$ cat config.mk
export PLATFORM = sky130hd
export DESIGN_NAME = sram_burst_master
export DESIGN_NICKNAME = d
export VERILOG_FILES = /design/src/rtl/sram_burst_master_pkg.sv /design/src/rtl/sram_rd_stage.sv /design/src/rtl/sram_burst_master.sv
export SDC_FILE = /design/constraint.sdc
export NUM_CORES = 1
export LEC_CHECK = 0
export BUFFER_PORTS_ARGS = -buffer_cell sky130_fd_sc_hd__buf_2
export CORE_ASPECT_RATIO = 0.6
export CORE_MARGIN = 2
export CORE_UTILIZATION = 33
export DETAILED_ROUTE_END_ITERATION = 10
export GPL_TIMING_DRIVEN = 0
export PLACE_DENSITY_LB_ADDON = 0.3
export REMOVE_ABC_BUFFERS = 1
export SLEW_MARGIN = 10
export SYNTH_ARGS = -nofsm -noshare
export SYNTH_HDL_FRONTEND = slang
export SYNTH_SLANG_ARGS = --single-unit
$ cat constraint.sdc
create_clock -name i_clk -period 2 [get_ports i_clk]
set_clock_uncertainty 0.1 [all_clocks]
set_input_delay 0.6 -clock i_clk [delete_from_list [all_inputs] [get_ports i_clk]]
set_output_delay 0.6 -clock i_clk [all_outputs]
set_load 0.02 [all_outputs]
$ cat src/rtl/sram_burst_master_pkg.sv
// Shared types and constants for the SRAM burst master.
package sram_burst_master_pkg;

  localparam int DEFAULT_ADDR_WIDTH = 8;

  typedef enum logic [1:0] {
    IDLE  = 2'd0,
    WRITE = 2'd1,
    READ  = 2'd2,
    DRAIN = 2'd3
  } state_e;

endpackage

$ cat src/rtl/sram_rd_stage.sv
// One-entry registered read output: captures a word on load, holds it until
// the consumer takes it.
module sram_rd_stage #(
  parameter int DATA_WIDTH = 32
) (
  input  logic                  clk_i,
  input  logic                  rst_ni,
  input  logic                  load_i,
  input  logic                  last_i,
  input  logic [DATA_WIDTH-1:0] data_i,
  input  logic                  ready_i,
  output logic                  free_o,
  output logic                  valid_o,
  output logic [DATA_WIDTH-1:0] data_o,
  output logic                  last_o
);

  logic                  valid_q, valid_d;
  logic                  last_q, last_d;
  logic [DATA_WIDTH-1:0] data_q, data_d;

  // Slot can take a new word when empty or when its word leaves this cycle.
  assign free_o  = !valid_q || ready_i;
  assign valid_o = valid_q;
  assign last_o  = last_q;
  assign data_o  = data_q;

  // Next-state for the output slot: load wins over consume.
  always_comb begin
    valid_d = valid_q;
    last_d  = last_q;
    data_d  = data_q;
    if (load_i) begin
      valid_d = 1'b1;
      last_d  = last_i;
      data_d  = data_i;
    end else if (valid_q && ready_i) begin
      valid_d = 1'b0;
      last_d  = 1'b0;
    end else begin
      valid_d = valid_q;
    end
  end

  // Output slot registers.
  always_ff @(posedge clk_i or negedge rst_ni) begin
    if (!rst_ni) begin
      valid_q <= 1'b0;
      last_q  <= 1'b0;
      data_q  <= {DATA_WIDTH{1'b0}};
    end else begin
      valid_q <= valid_d;
      last_q  <= last_d;
      data_q  <= data_d;
    end
  end

endmodule

$ cat src/rtl/sram_burst_master.sv
// Burst initiator for a single-port SRAM with combinational read: streams
// write data into memory and memory contents out onto a registered stream.
module sram_burst_master
  import sram_burst_master_pkg::*;
#(
  parameter int ADDR_WIDTH = DEFAULT_ADDR_WIDTH,
  parameter int DATA_WIDTH = 32
) (
  input  logic                  i_clk,
  input  logic                  i_rst_n,
  input  logic                  i_cmd_valid,
  output logic                  o_cmd_ready,
  input  logic                  i_cmd_write,
  input  logic [ADDR_WIDTH-1:0] i_cmd_addr,
  input  logic [ADDR_WIDTH:0]   i_cmd_len,
  input  logic                  i_wr_valid,
  output logic                  o_wr_ready,
  input  logic [DATA_WIDTH-1:0] i_wr_data,
  output logic                  o_rd_valid,
  input  logic                  i_rd_ready,
  output logic [DATA_WIDTH-1:0] o_rd_data,
  output logic                  o_rd_last,
  output logic [ADDR_WIDTH-1:0] o_mem_addr,
  output logic                  o_mem_write,
  output logic [DATA_WIDTH-1:0] o_mem_data,
  input  logic [DATA_WIDTH-1:0] i_mem_data,
  output logic                  o_busy,
  output logic                  o_done
);

  localparam logic [ADDR_WIDTH:0]   REM_ZERO = {(ADDR_WIDTH+1){1'b0}};
  localparam logic [ADDR_WIDTH:0]   REM_ONE  = {{ADDR_WIDTH{1'b0}}, 1'b1};
  localparam logic [ADDR_WIDTH-1:0] ADDR_ONE = {{(ADDR_WIDTH-1){1'b0}}, 1'b1};

  state_e                state_q, state_d;
  logic [ADDR_WIDTH-1:0] addr_q, addr_d;
  logic [ADDR_WIDTH:0]   rem_q, rem_d;
  logic                  done_q, done_d;
  logic                  rd_load_s;
  logic                  rd_last_s;
  logic                  rd_free_s;

  assign o_mem_addr = addr_q;
  assign o_mem_data = i_wr_data;
  assign o_busy     = (state_q != IDLE);
  assign o_done     = done_q;
  assign rd_last_s  = (rem_q == REM_ONE);

  // Burst sequencing: command acceptance, beat counting and handshakes.
  always_comb begin
    state_d     = state_q;
    addr_d      = addr_q;
    rem_d       = rem_q;
    done_d      = 1'b0;
    rd_load_s   = 1'b0;
    o_cmd_ready = 1'b0;
    o_wr_ready  = 1'b0;
    o_mem_write = 1'b0;
    case (state_q)
      IDLE: begin
        o_cmd_ready = 1'b1;
        if (i_cmd_valid) begin
          addr_d = i_cmd_addr;
          rem_d  = i_cmd_len;
          if (i_cmd_len == REM_ZERO) begin
            done_d = 1'b1;
          end else if (i_cmd_write) begin
            state_d = WRITE;
          end else begin
            state_d = READ;
          end
        end else begin
          state_d = IDLE;
        end
      end
      WRITE: begin
        o_wr_ready  = 1'b1;
        o_mem_write = i_wr_valid;
        if (i_wr_valid) begin
          addr_d = addr_q + ADDR_ONE;
          rem_d  = rem_q - REM_ONE;
          if (rem_q == REM_ONE) begin
            state_d = IDLE;
            done_d  = 1'b1;
          end else begin
            state_d = WRITE;
          end
        end else begin
          state_d = WRITE;
        end
      end
      READ: begin
        // Memory read is combinational, so addr_q is the word captured now.
        if ((rem_q != REM_ZERO) && rd_free_s) begin
          rd_load_s = 1'b1;
          addr_d    = addr_q + ADDR_ONE;
          rem_d     = rem_q - REM_ONE;
          if (rem_q == REM_ONE) begin
            state_d = DRAIN;
          end else begin
            state_d = READ;
          end
        end else begin
          state_d = READ;
        end
      end
      DRAIN: begin
        if (o_rd_valid && i_rd_ready) begin
          state_d = IDLE;
          done_d  = 1'b1;
        end else begin
          state_d = DRAIN;
        end
      end
      default: begin
        state_d = IDLE;
      end
    endcase
  end

  // State, counters and completion pulse.
  always_ff @(posedge i_clk or negedge i_rst_n) begin
    if (!i_rst_n) begin
      state_q <= IDLE;
      addr_q  <= {ADDR_WIDTH{1'b0}};
      rem_q   <= REM_ZERO;
      done_q  <= 1'b0;
    end else begin
      state_q <= state_d;
      addr_q  <= addr_d;
      rem_q   <= rem_d;
      done_q  <= done_d;
    end
  end

  sram_rd_stage #(
    .DATA_WIDTH(DATA_WIDTH)
  ) u_rd_stage (
    .clk_i  (i_clk),
    .rst_ni (i_rst_n),
    .load_i (rd_load_s),
    .last_i (rd_last_s),
    .data_i (i_mem_data),
    .ready_i(i_rd_ready),
    .free_o (rd_free_s),
    .valid_o(o_rd_valid),
    .data_o (o_rd_data),
    .last_o (o_rd_last)
  );

endmodule

After elaboration in Yosys (flattened, before gate mapping)
Index checks and enable logic that the tools add are counted.
- flip-flop bits (word level): 54
- latch bits: 0
- RAM bits: 0
- memory bits (read-only): 0
- input port bits: 87
- output and inout port bits: 79
- logic and storage cells: 59
- memories: 0
- add/sub/neg operators: 2
- multipliers: 0
- div/mod/pow operators: 0
- magnitude comparators: 0
- equal/unequal tests: 8
- shift operators: 0
- muxes and demuxes: 31
- bitwise operators: 0
- reduce and logical (&&, ||, !) cells: 11
- operator list (cell ; count):
    9-bit two-way mux ; 3
    9-bit one-hot mux with 3 select lines ; 1
    8-bit two-way mux ; 3
    8-bit one-hot mux with 3 select lines ; 1
    1-bit two-way mux ; 15
    2-bit two-way mux ; 6
    9-bit by 1-bit == test with 1-bit output, second input constant ; 1
    9-bit logical NOT ; 1
    9-bit nonzero test ; 1
    9-bit by 1-bit subtractor with 9-bit output, second input constant ; 1
    8-bit by 1-bit adder with 8-bit output, second input constant ; 1
    2-bit one-hot mux with 4 select lines ; 1
    2-bit != test, second input constant ; 3
    2-bit == test, second input constant ; 2
    4-bit AND reduction ; 1
    2-bit nonzero test ; 2
    3-bit != test, second input constant ; 1
    1-bit one-hot mux with 3 select lines ; 1
    3-bit nonzero test ; 1
    2-bit by 1-bit == test with 1-bit output, second input constant ; 1
    1-bit logical AND ; 2
    2-bit logical NOT ; 1
    1-bit logical NOT ; 1
    1-bit logical OR ; 1

Logic depth before layout (Yosys ltp)
Gate-level depths: netlist (run 1).
- depth in word-level cells: 6
- gate-level depth with buffers: 9
- mapped depth without buffers: 6

Modules after synthesis
Synthesis (run 1) repeated with hierarchy kept, for this count alone.
- cell total of the unflattened synthesis: 285
- area, all modules: 3150.5 um2
- modules (own cells, without submodules) (module ; times used ; cells each ; area each (um2) ; seq. area each (um2)):
    sram_burst_master ; 1 ; 210 ; 1744.2 ; 500.5
    sram_rd_stage ; 1 ; 75 ; 1406.3 ; 850.8

Worst setup path after synthesis (run 1)
OpenSTA, ideal clock, no wires.
- path type: reg2reg
- start: register state_q[0]
- end: register addr_q[4], in the netlist o_mem_addr[4]
- setup time: 0.123 ns
- arrival time: 1.953 ns
- data required time: 1.777 ns
- setup slack: -0.175 ns
- cell stages (with the launch flop): 7
- buffers on the path: 0
- cells stage by stage: dfrtp_1 -> inv_1 -> ha_1 -> nor2b_1 -> a2111o_1 -> or4_1 -> o221a_2
- longest elaborated chain between the ends: 3
- RTL lines (item ; line ; text):
    start, declared ; sram_burst_master.sv:35 ; state_e state_q, state_d;
    start signal, assigned ; sram_burst_master.sv:129 ; state_q <= state_d;
    2-bit == test (tied with other cells) ; sram_burst_master.sv:59 ; case (state_q)
    2-bit != test (no line) or 3-bit nonzero test (tied branches) ; n/a ;
    4-bit AND reduction (no line) ; n/a ;
    end signal, assigned ; sram_burst_master.sv:125 ; addr_q <= {ADDR_WIDTH{1'b0}};
    end signal, assigned ; sram_burst_master.sv:130 ; addr_q <= addr_d;
    end, declared ; sram_burst_master.sv:36 ; logic [ADDR_WIDTH-1:0] addr_q, addr_d;
Parallel ways exist; a longest one is shown, timed or not.
A chain may end at the register's enable or synchronous reset.

Worst setup path in the final report (run 1)
- start: register state_q[1]
- end: register rem_q[6]
- longest elaborated chain between the ends: 3
- RTL lines (item ; line ; text):
    2-bit == test (tied with other cells) ; sram_burst_master.sv:59 ;
    2-bit != test (no line) or 3-bit nonzero test (tied branches) ; n/a ;
    4-bit AND reduction (no line) ; n/a ;
    end signal, assigned ; sram_burst_master.sv:131 ; rem_q <= rem_d;
    end, declared ; sram_burst_master.sv:37 ; logic [ADDR_WIDTH:0] rem_q, rem_d;
Parallel ways exist; a longest one is shown, timed or not.

==> results of run 1 <==
==> logic make-up after synthesis <==
kind of cell               after synthesis  synth area share, %
and+or+nand+nor                         80                 15.5
muxes                                   34                 12.5
DFF                                     54                 44.5
adders and majority gates                8                 3.30
AOI/OAI and AO/OA                       53                 13.1
buffers and inverters                   54                 11.1
==> critical path: cells and delay by family, from the launching register on <==
| family | cells | cell delay (ns) |
|---|---|---|
| AO/OA/AOI/OAI | 2 | 0.62 |
| adder cells (fa/ha/maj) | 1 | 0.17 |
| buffers and inverters | 1 | 0.09 |
| flip-flops | 1 | 0.41 |
| AND/OR/NAND/NOR | 2 | 0.57 |
==> placed cells by master, fill, tap and decap left out, drive strengths merged, types with 2 or more instances in the layout <==
cell type / instances
nand3: 12
a21oi: 7
nor4: 4
clkbuf: 5
a2bb2oi: 2
nand4: 9
nor3: 6
buf: 130
a41oi: 8
or4: 6
dfrtp: 54
and3: 5
a31oi: 2
inv: 9
nand2: 13
a2111o: 2
o221a: 4
ha: 8
mux2i: 2
mux2: 32
o21ai: 17
nor2b: 3
nand3b: 2
nor2: 12
clkinvlp: 2
a311o: 2
==> final cells by class <==
| type | instances | share of cell area, % |
|---|---|---|
| Multi-Input combinational cell | 177 | 37.7 |
| Sequential cell | 54 | 34.2 |
| Timing Repair Buffer | 130 | 19.9 |
| Tap cell | 116 | 3.66 |
| Clock buffer | 5 | 3.15 |
| Inverter | 9 | 0.978 |
| Clock inverter | 2 | 0.378 |
==> power by group through the flow <==
stage	sequential [W]	combinational (W)	clock, W
6_report	0.00213	0.00416	0.000858
5_1_grt	0.00221	0.00447	0.000953
4_1_cts	0.00211	0.00385	0.000895
3_5_place_dp	0.00212	0.00331	0
3_3_place_gp	0.00210	0.00326	0
2_1_floorplan	0.00258	0.00178	0
==> through the flow <==
stage               util (%)  area, sq um  power, W
detailed placement      37.4         3390   0.00543
global route            43.8         3970   0.00763
floorplan                  -         2730   0.00437
global placement        37.4         3380   0.00536
finish                  43.8         3970   0.00715
CTS                     42.2         3820   0.00685
==> flip-flops by register name, summed over array words and instances (netlist names) <==
name and count:
o_done 1, u_rd_stage.valid_o 1, o_mem_addr 8, u_rd_stage.last_o 1, u_rd_stage.data_o 32, state_q 2
rem_q 9
==> per-layer routing <==
metal | up-vias | track usage, %
li1 | 1215 | -
met4 | 0 | 4.18
met2 | 126 | 25.9
met3 | 4 | 9.27
met1 | 1316 | 28.7
met5 | - | 3.74
==> path summary, 6_finish.rpt <==
check,slack [ns],cells after the start,end
max,-0.06,6,rem_q[6]
min,0.24,1,o_mem_addr[2]
max reg2reg,-0.06,6,rem_q[6]
min reg2reg,0.40,1,u_rd_stage.data_o[6]
max in group asynchronous,1.02,1,rem_q[3]
min in group i_clk,0.40,1,u_rd_stage.data_o[6]
==> what timing repair did <==
action	in CTS	in global routing
resized for setup	25	28
setup buffers	21	8
cloned	2	0
pin swaps	7	12
endpoints found under the setup margin	55	49
==> impl_metrics.env, run 1 <==
export IMPL_grt_max_degree=55
export IMPL_die_h_um=78.3
export IMPL_cp_cell_sequence="inv_2, ha_4, nor2b_4, a2111o_2, or4_1, o221a_2"
export IMPL_drv_cap=0
export IMPL_ys_ff_latch=54
export IMPL_cts_tree="yes"
export IMPL_arrival_ns=2.14
export IMPL_cp_end_kind="flop"
export IMPL_synth_top_flop_cell="dfrtp_1"
export IMPL_synth_top_area_share_pct=44.5
export IMPL_combPwrFrac_pct=58.2
export IMPL_slew_viol_final=0
export IMPL_critPathSlowestCell="a2111o_2"
export IMPL_syn_area_per_cell_sq_um=10.7
export IMPL_finalSetupViolations=5
export IMPL_cts_made_buffers=5
export IMPL_wl_met3_um=1130
export IMPL_synth_common_cells="dfrtp_1, buf_4, mux2_2"
export IMPL_top_layer="met4"
export IMPL_seq_area_sq_mm=0.00136
export IMPL_track_usage_pct=19.7
export IMPL_crit_reg2reg_launch="state_q[1]"
export IMPL_globalRouteOverflowTotal=0
export IMPL_grt_pass1_wl_um=14900
export IMPL_cts_sinks=54
export IMPL_firstDrtPassIters=4
export IMPL_tns_ns=-0.218
export IMPL_clockBufferDepth=2
export IMPL_ys_types=51
export IMPL_vias_per_cell=5.40
export IMPL_grt_pass1_vias=2522
export IMPL_dp_final_hpwl_um=6530
export IMPL_drive_above_1_share_pct=55.4
export IMPL_fin_crit_ns=2.06
export IMPL_clock_fmax_mhz=485
export IMPL_stdcell_count=493
export IMPL_whs_ns=0.241
export IMPL_path_clk_slew_ns=0.07
export IMPL_p_leak_nw=1.79
export IMPL_wl_met1_um=4560
export IMPL_rows=27
export IMPL_syn_cell_area_sq_mm=0.00304
export IMPL_start_util_pct=33.5
export IMPL_dp_slack_ns=-0.805
export IMPL_synth_most_common_cell="dfrtp_1"
export IMPL_power_switching_w=0.00312
export IMPL_rsz0062_at_grt="true"
export IMPL_synthTopCellsByArea="dfrtp_1, mux2_2, buf_4"
export IMPL_clk_insertion_delay_late_ns=0.29
export IMPL_worstPathRequired_ns=2.08
export IMPL_portBuffers=101
export IMPL_drtIter0Drc=266
export IMPL_synth_top_area_cell="dfrtp_1"
export IMPL_nets=472
export IMPL_seq_power_share_pct=29.8
export IMPL_dr_wl_met2_um=4180
export IMPL_grt_antenna_before_repair=0
export IMPL_dpl_cell_count=455
export IMPL_fin_crit_sh_pct=103
export IMPL_outcome="complete, but fails checks"
export IMPL_worstSetupStartpointType="flop"
export IMPL_power_internal_w=0.00402
export IMPL_yosysSeqAreaShare_pct=44.5
export IMPL_min_path_type="in -> async"
export IMPL_cts_htree_levels=2
export IMPL_dieArea_sq_mm=0.0100
export IMPL_io_pins=166
export IMPL_postRouteAntennaNets=0
export IMPL_max_slew_margin_pct=52.8
export IMPL_violations="negative setup slack"
export IMPL_switching_share_pct=43.7
export IMPL_worst_setup_path_type="reg -> reg"
export IMPL_critical_path_max_stage_delay_ns=0.48
export IMPL_die_w_um=128
export IMPL_power_density_mw_per_mm2=1800
export IMPL_worst_slack_ns=-0.0603
export IMPL_tightestPinTransition_ns=0.708
export IMPL_core_area_sq_mm=0.00905
export IMPL_multi_input_area_sq_mm=0.00150
export IMPL_critPathLaunch="state_q[1]"
export IMPL_post_drt_wl_per_cell_um=20.1
export IMPL_drcViolationCount=0
export IMPL_hold_viol=0
export IMPL_finalWirelength_um=9930
export IMPL_antenna_cells=0
export IMPL_pwr_share_clk_pct=12.0
export IMPL_vdd_drop_max_v=0.000559
export IMPL_vias=2661
export IMPL_crit_fanout=5
export IMPL_syn2layout_area_growth_pct=30.7
export IMPL_place_gp_congestion=0.869
export IMPL_synth_warnings=0
export IMPL_netlist_instances=283
export IMPL_async_flop_share_pct=100
export IMPL_synth_edff_count=0
export IMPL_postCtsHoldBufs=0
export IMPL_cts_root_buf="clkbuf_16"
export IMPL_fillCellCount=873
Note: power is estimated with default switching activity, not from simulation.
==> run 2: changes to the inputs <==
--- a/config.mk
+++ b/config.mk
@@ -13,6 +13,7 @@
 export GPL_TIMING_DRIVEN = 0
 export PLACE_DENSITY_LB_ADDON = 0.3
 export REMOVE_ABC_BUFFERS = 1
+export SKIP_CTS_REPAIR_TIMING = 1
 export SLEW_MARGIN = 10
 export SYNTH_ARGS = -nofsm -noshare
 export SYNTH_HDL_FRONTEND = slang
==> impl_metrics.env, run 2 (synthesis gave the netlist of run 1 again) <==
export IMPL_vias_per_cell=5.48
export IMPL_cts_htree_levels=2
export IMPL_largest_register_ffs=32
export IMPL_finalSetupViolations=25
export IMPL_outcome="complete, but fails checks"
export IMPL_globalRouteOverflowTotal=0
export IMPL_fin_crit_ns=2.12
export IMPL_power_switching_w=0.00302
export IMPL_tns_ns=-1.34
export IMPL_dieArea_sq_mm=0.0100
export IMPL_cp_end_kind="flop"
export IMPL_rows=27
export IMPL_cts_sinks=54
export IMPL_worstPathRequired_ns=2.08
export IMPL_core_area_sq_mm=0.00905
export IMPL_pwr_share_clk_pct=12.5
export IMPL_portBuffers=101
export IMPL_cts_root_buf="clkbuf_16"
export IMPL_dp_final_hpwl_um=6530
export IMPL_use_met2_pct=23.1
export IMPL_worst_setup_path_type="reg -> reg"
export IMPL_fin_area_sq_mm=0.00381
export IMPL_switching_share_pct=44.1
export IMPL_critical_path_max_stage_delay_ns=0.50
export IMPL_grt_antenna_before_repair=0
export IMPL_use_met1_pct=26.8
export IMPL_clk_insertion_delay_late_ns=0.29
export IMPL_cp_cell_sequence="inv_2, ha_2, nor2b_4, a2111o_2, or4_4, o221a_2"
export IMPL_min_path_type="in -> async"
export IMPL_max_slew_margin_pct=51.9
export IMPL_path_clk_slew_ns=0.07
export IMPL_vdd_drop_max_v=0.000492
export IMPL_total_power_w=0.00684
export IMPL_slew_viol_final=0
export IMPL_hold_viol=0
export IMPL_fin_crit_sh_pct=106
export IMPL_critPathSlowestCell="a2111o_2"
export IMPL_power_density_mw_per_mm2=1800
export IMPL_grt_pass1_wl_um=13900
export IMPL_antenna_cells=0
export IMPL_layout_common_cells="buf_2, dfrtp_1, mux2_2"
export IMPL_track_usage_pct=18.3
export IMPL_top_usage_layer="met1"
export IMPL_drcViolationCount=0
export IMPL_syn2layout_area_growth_pct=25.4
export IMPL_power_internal_w=0.00382
export IMPL_p_leak_nw=1.74
export IMPL_cts_tree="yes"
export IMPL_io_pins=166
export IMPL_violations="negative setup slack"
export IMPL_drtIter0Drc=227
export IMPL_start_util_pct=33.5
export IMPL_cts_made_buffers=5
export IMPL_combPwrFrac_pct=56.1
export IMPL_groute_layer_met3_usage_pct=9.34
export IMPL_dpl_cell_area_sq_mm=0.00339
export IMPL_drive_above_1_share_pct=52.2
export IMPL_seq_power_share_pct=31.5
export IMPL_post_drt_wl_per_cell_um=20.1
export IMPL_die_h_um=78.3
export IMPL_grt_pass1_vias=2356
export IMPL_postRouteAntennaNets=0
export IMPL_place_gp_congestion=0.869
export IMPL_fin_util_pct=42.1
export IMPL_firstDrtPassIters=5
export IMPL_final_common_cell="buf_2"
export IMPL_die_w_um=128
export IMPL_clock_fmax_mhz=471
export IMPL_arrival_ns=2.20
export IMPL_crit_fanout=8
export IMPL_drv_cap=0
export IMPL_vias=2650
export IMPL_nets=463
export IMPL_reg2reg_slack_ns=-0.12
export IMPL_rsz0062_at_grt="true"
export IMPL_worstSetupStartpointType="flop"
export IMPL_clockBufferDepth=2
export IMPL_worst_slack_ns=-0.121
export IMPL_tightestPinTransition_ns=0.721
export IMPL_grt_max_degree=55
export IMPL_finalWirelength_um=9740
==> run 2: cell types whose count changed in the layout (fill, tap and decap cells not counted), sizes merged <==
cell  delta
buf      -9
==> run 2: worst max-delay path: cells and delay by family, from the launching register on <==
| family | cells | cell delay, ns |
|---|---|---|
| flip-flops | 1 | 0.41 |
| adder cells (fa/ha/maj) | 1 | 0.20 |
| AO/OA/AOI/OAI | 2 | 0.63 |
| buffers and inverters | 1 | 0.07 |
| AND/OR/NAND/NOR | 2 | 0.58 |
==> run 2: layer usage <==
metal / routed length (um) / part of all wire [%] / vias to the layer above
li1: - / - / 1194
met5: 0 / 0 / -
met4: 91 / 0.93 / 0
met2: 4050 / 42 / 149
met3: 1100 / 11 / 10
met1: 4500 / 46 / 1297
==> run 2: final cells by class <==
class                   instances  area (sq um)
inverters                       9          33.8
repair buffers                121           681
fillers                       891          5250
clock buffers                   5           125
clock inverters                 2          15.0
multi-input cells             177          1460
well taps                     116           145
flip-flops and latches         54          1350
==> run 2: worst paths after layout <==
check                      cells after the start                   end            startpoint
max                                            6         o_mem_addr[3]            state_q[1]
min                                            1         o_mem_addr[0]               i_rst_n
max reg2reg                                    6         o_mem_addr[3]            state_q[1]
min in group i_clk                             1  u_rd_stage.data_o[6]  u_rd_stage.data_o[6]
min reg2reg                                    1  u_rd_stage.data_o[6]  u_rd_stage.data_o[6]
max in group asynchronous                      1              rem_q[2]               i_rst_n
==> run 2: metrics by stage <==
stage	setup WS, ns	hold slack [ns]	cells
4_1_cts	-0.836	0.290	462
5_1_grt	-0.236	0.296	484
2_1_floorplan	-0.523	0.204	238
6_report	-0.121	0.243	484
3_3_place_gp	-1.11	0.381	455
3_5_place_dp	-0.805	0.387	455
==> run 2: power by group through the flow <==
stage | Combinational, W | Sequential (W) | Clock [W]
floorplan | 0.00178 | 0.00258 | 0
global placement | 0.00326 | 0.00210 | 0
detailed placement | 0.00331 | 0.00212 | 0
CTS | 0.00330 | 0.00211 | 0.000895
global route | 0.00413 | 0.00223 | 0.000954
finish | 0.00383 | 0.00215 | 0.000854
==> run 3: changes to the inputs <==
--- a/config.mk
+++ b/config.mk
@@ -5,6 +5,7 @@
 export SDC_FILE = /design/constraint.sdc
 export NUM_CORES = 1
 export LEC_CHECK = 0
+export ABC_AREA = 1
 export BUFFER_PORTS_ARGS = -buffer_cell sky130_fd_sc_hd__buf_2
 export CORE_ASPECT_RATIO = 0.6
 export CORE_MARGIN = 2
==> impl_metrics.env, run 3 <==
export IMPL_fin_util_pct=40.4
export IMPL_reg2reg_slack_ns=0.14
export IMPL_drcViolationCount=0
export IMPL_portBuffers=101
export IMPL_grt_pass1_vias=2338
export IMPL_synthTopCellsByArea="dfrtp_1, nand2_1, buf_4"
export IMPL_cts_made_buffers=5
export IMPL_place_gp_congestion=0.805
export IMPL_synth_top_area_share_pct=44.6
export IMPL_cp_end_kind="output port"
export IMPL_postRouteAntennaNets=0
export IMPL_grt_antenna_before_repair=0
export IMPL_clock_fmax_mhz=513
export IMPL_dieArea_sq_mm=0.0100
export IMPL_nets=559
export IMPL_worst_setup_path_type="reg -> out"
export IMPL_finalSetupViolations=0
export IMPL_grt_max_degree=55
export IMPL_drv_cap=0
export IMPL_die_h_um=78.3
export IMPL_rsz0062_at_grt="false"
export IMPL_worstPathRequired_ns=1.30
export IMPL_vdd_drop_max_v=0.000460
export IMPL_hold_viol=0
export IMPL_drtIter0Drc=140
export IMPL_rows=27
export IMPL_finalWirelength_um=8970
export IMPL_r2r_end="o_mem_addr[4]"
export IMPL_grt_pass1_wl_um=13200
export IMPL_cts_sinks=54
export IMPL_layout_common_cells="nand2_1, buf_2, dfrtp_1"
export IMPL_synth_most_common_cell="nand2_1"
export IMPL_syn_area_per_cell_sq_um=7.68
export IMPL_antenna_cells=0
export IMPL_reg2regPathDepth=10
export IMPL_largest_register_ffs=32
export IMPL_crit_reg2reg_launch="state_q[1]"
export IMPL_path_clk_slew_ns=0.07
export IMPL_cts_htree_levels=2
export IMPL_outcome="completed"
export IMPL_vias_per_cell=4.60
export IMPL_arrival_ns=1.25
export IMPL_fin_crit_sh_pct=97.5
export IMPL_max_slew_margin_pct=52.3
export IMPL_ys_types=31
export IMPL_synth_top_area_cell="dfrtp_1"
export IMPL_netlist_instances=395
export IMPL_synth_edff_count=0
export IMPL_synth_top_flop_cell="dfrtp_1"
export IMPL_syn_cell_area_sq_mm=0.00303
export IMPL_die_w_um=128
export IMPL_cts_tree="yes"
export IMPL_p_leak_nw=2.02
export IMPL_vias=2673
export IMPL_slew_viol_final=0
export IMPL_final_common_cell="nand2_1"
export IMPL_power_density_mw_per_mm2=1810
export IMPL_synth_warnings=0
export IMPL_fin_crit_ns=1.95
export IMPL_core_area_sq_mm=0.00905
export IMPL_async_flop_share_pct=100
export IMPL_clockBufferDepth=2
export IMPL_drive_above_1_share_pct=31.6
export IMPL_min_path_type="in -> async"
export IMPL_firstDrtPassIters=4
export IMPL_yosysSeqAreaShare_pct=44.6
export IMPL_globalRouteOverflowTotal=0
export IMPL_cts_root_buf="clkbuf_16"
export IMPL_worstSetupStartpointType="flop"
export IMPL_crit_fanout=3
export IMPL_clk_insertion_delay_late_ns=0.29
export IMPL_tightestPinTransition_ns=0.716
export IMPL_syn2layout_area_growth_pct=20.5
export IMPL_synth_common_cells="nand2_1, dfrtp_1, buf_4, nor2_1, inv_1"
export IMPL_start_util_pct=33.5
export IMPL_track_usage_pct=17.4
export IMPL_post_drt_wl_per_cell_um=15.4
export IMPL_dp_final_hpwl_um=6290
export IMPL_total_power_w=0.00663
export IMPL_io_pins=166
export IMPL_ys_ff_latch=54
-- run 3: cell types whose count changed in the layout (fill, tap and decap cells not counted), moves of 7 or more --
cell     change
a41oi_1      -7
nand4_1      -7
nand2_1    +152
mux2_2      -32
buf_4       -15
inv_1       +11
nor2_1      +21
-- run 3: critical path, cell delays in order, from the launching register on --
cell and delay, ns:
dfrtp_1 0.41, inv_2 0.13, ha_4 0.16, buf_4 0.11, buf_2 0.15
-- run 3: per-layer routing --
layer  part of all wire (%)  vias up  track usage (%)
met3                     10        9             9.13
met5                   0.51        -             6.42
met1                     50     1238             25.9
li1                       -     1318                -
met4                   0.92        2             4.51
met2                     38      106             20.7
-- run 3: per-stage QoR --
| stage | cell area [sq um] | std cells | hold WS (ns) | TNS (ns) | worst slack [ns] |
|---|---|---|---|---|---|
| 6_report | 3650 | 581 | 0.247 | 0 | 0.0507 |
| 5_1_grt | 3650 | 581 | 0.319 | 0 | 0.00859 |
| 4_1_cts | 3520 | 575 | 0.288 | -12.24 | -0.389 |
| 3_5_place_dp | 3370 | 567 | 0.361 | -11.53 | -0.377 |
| 3_3_place_gp | 3370 | 567 | 0.356 | -10.87 | -0.399 |
| 2_1_floorplan | 2720 | 350 | 0.204 | 0 | 0.0675 |
-- run 3: how the worst max path moves through the flow --
stage                    start            end  slack, ns  cells after the start
floorplan           state_q[0]  o_mem_addr[1]       0.07                      6
global placement    state_q[0]  o_mem_addr[1]      -0.40                      6
detailed placement  state_q[0]  o_mem_addr[1]      -0.38                      6
CTS                 state_q[0]  o_mem_addr[1]      -0.39                      6
global route        state_q[1]  o_mem_addr[3]      0.009                     10
finish              state_q[1]     o_wr_ready       0.05                      4
-- run 3: cell type report --
cell class	count	area [sq um]
fillers	952	5400
flip-flops and latches	54	1350
repair inverters	1	7.51
clock buffers	6	139
clock inverters	2	16.3
inverters	25	115
repair buffers	105	557
well taps	116	145
multi-input cells	272	1320
-- run 3: power by group --
group	internal [W]	switching (W)	total, W
Combinational	0.00129	0.00238	0.00367
Sequential	0.00163	0.000387	0.00202
Clock	0.000505	0.000433	0.000937
Total	0.00343	0.00320	0.00663
-- run 3: kinds of logic after synthesis --
family | after synthesis | synth area share, %
simple gates | 225 | 30.6
buf+inv | 70 | 13.5
flops | 54 | 44.6
compound gates | 32 | 6.27
fa+ha+maj | 8 | 3.30
xor+xnor | 6 | 1.73
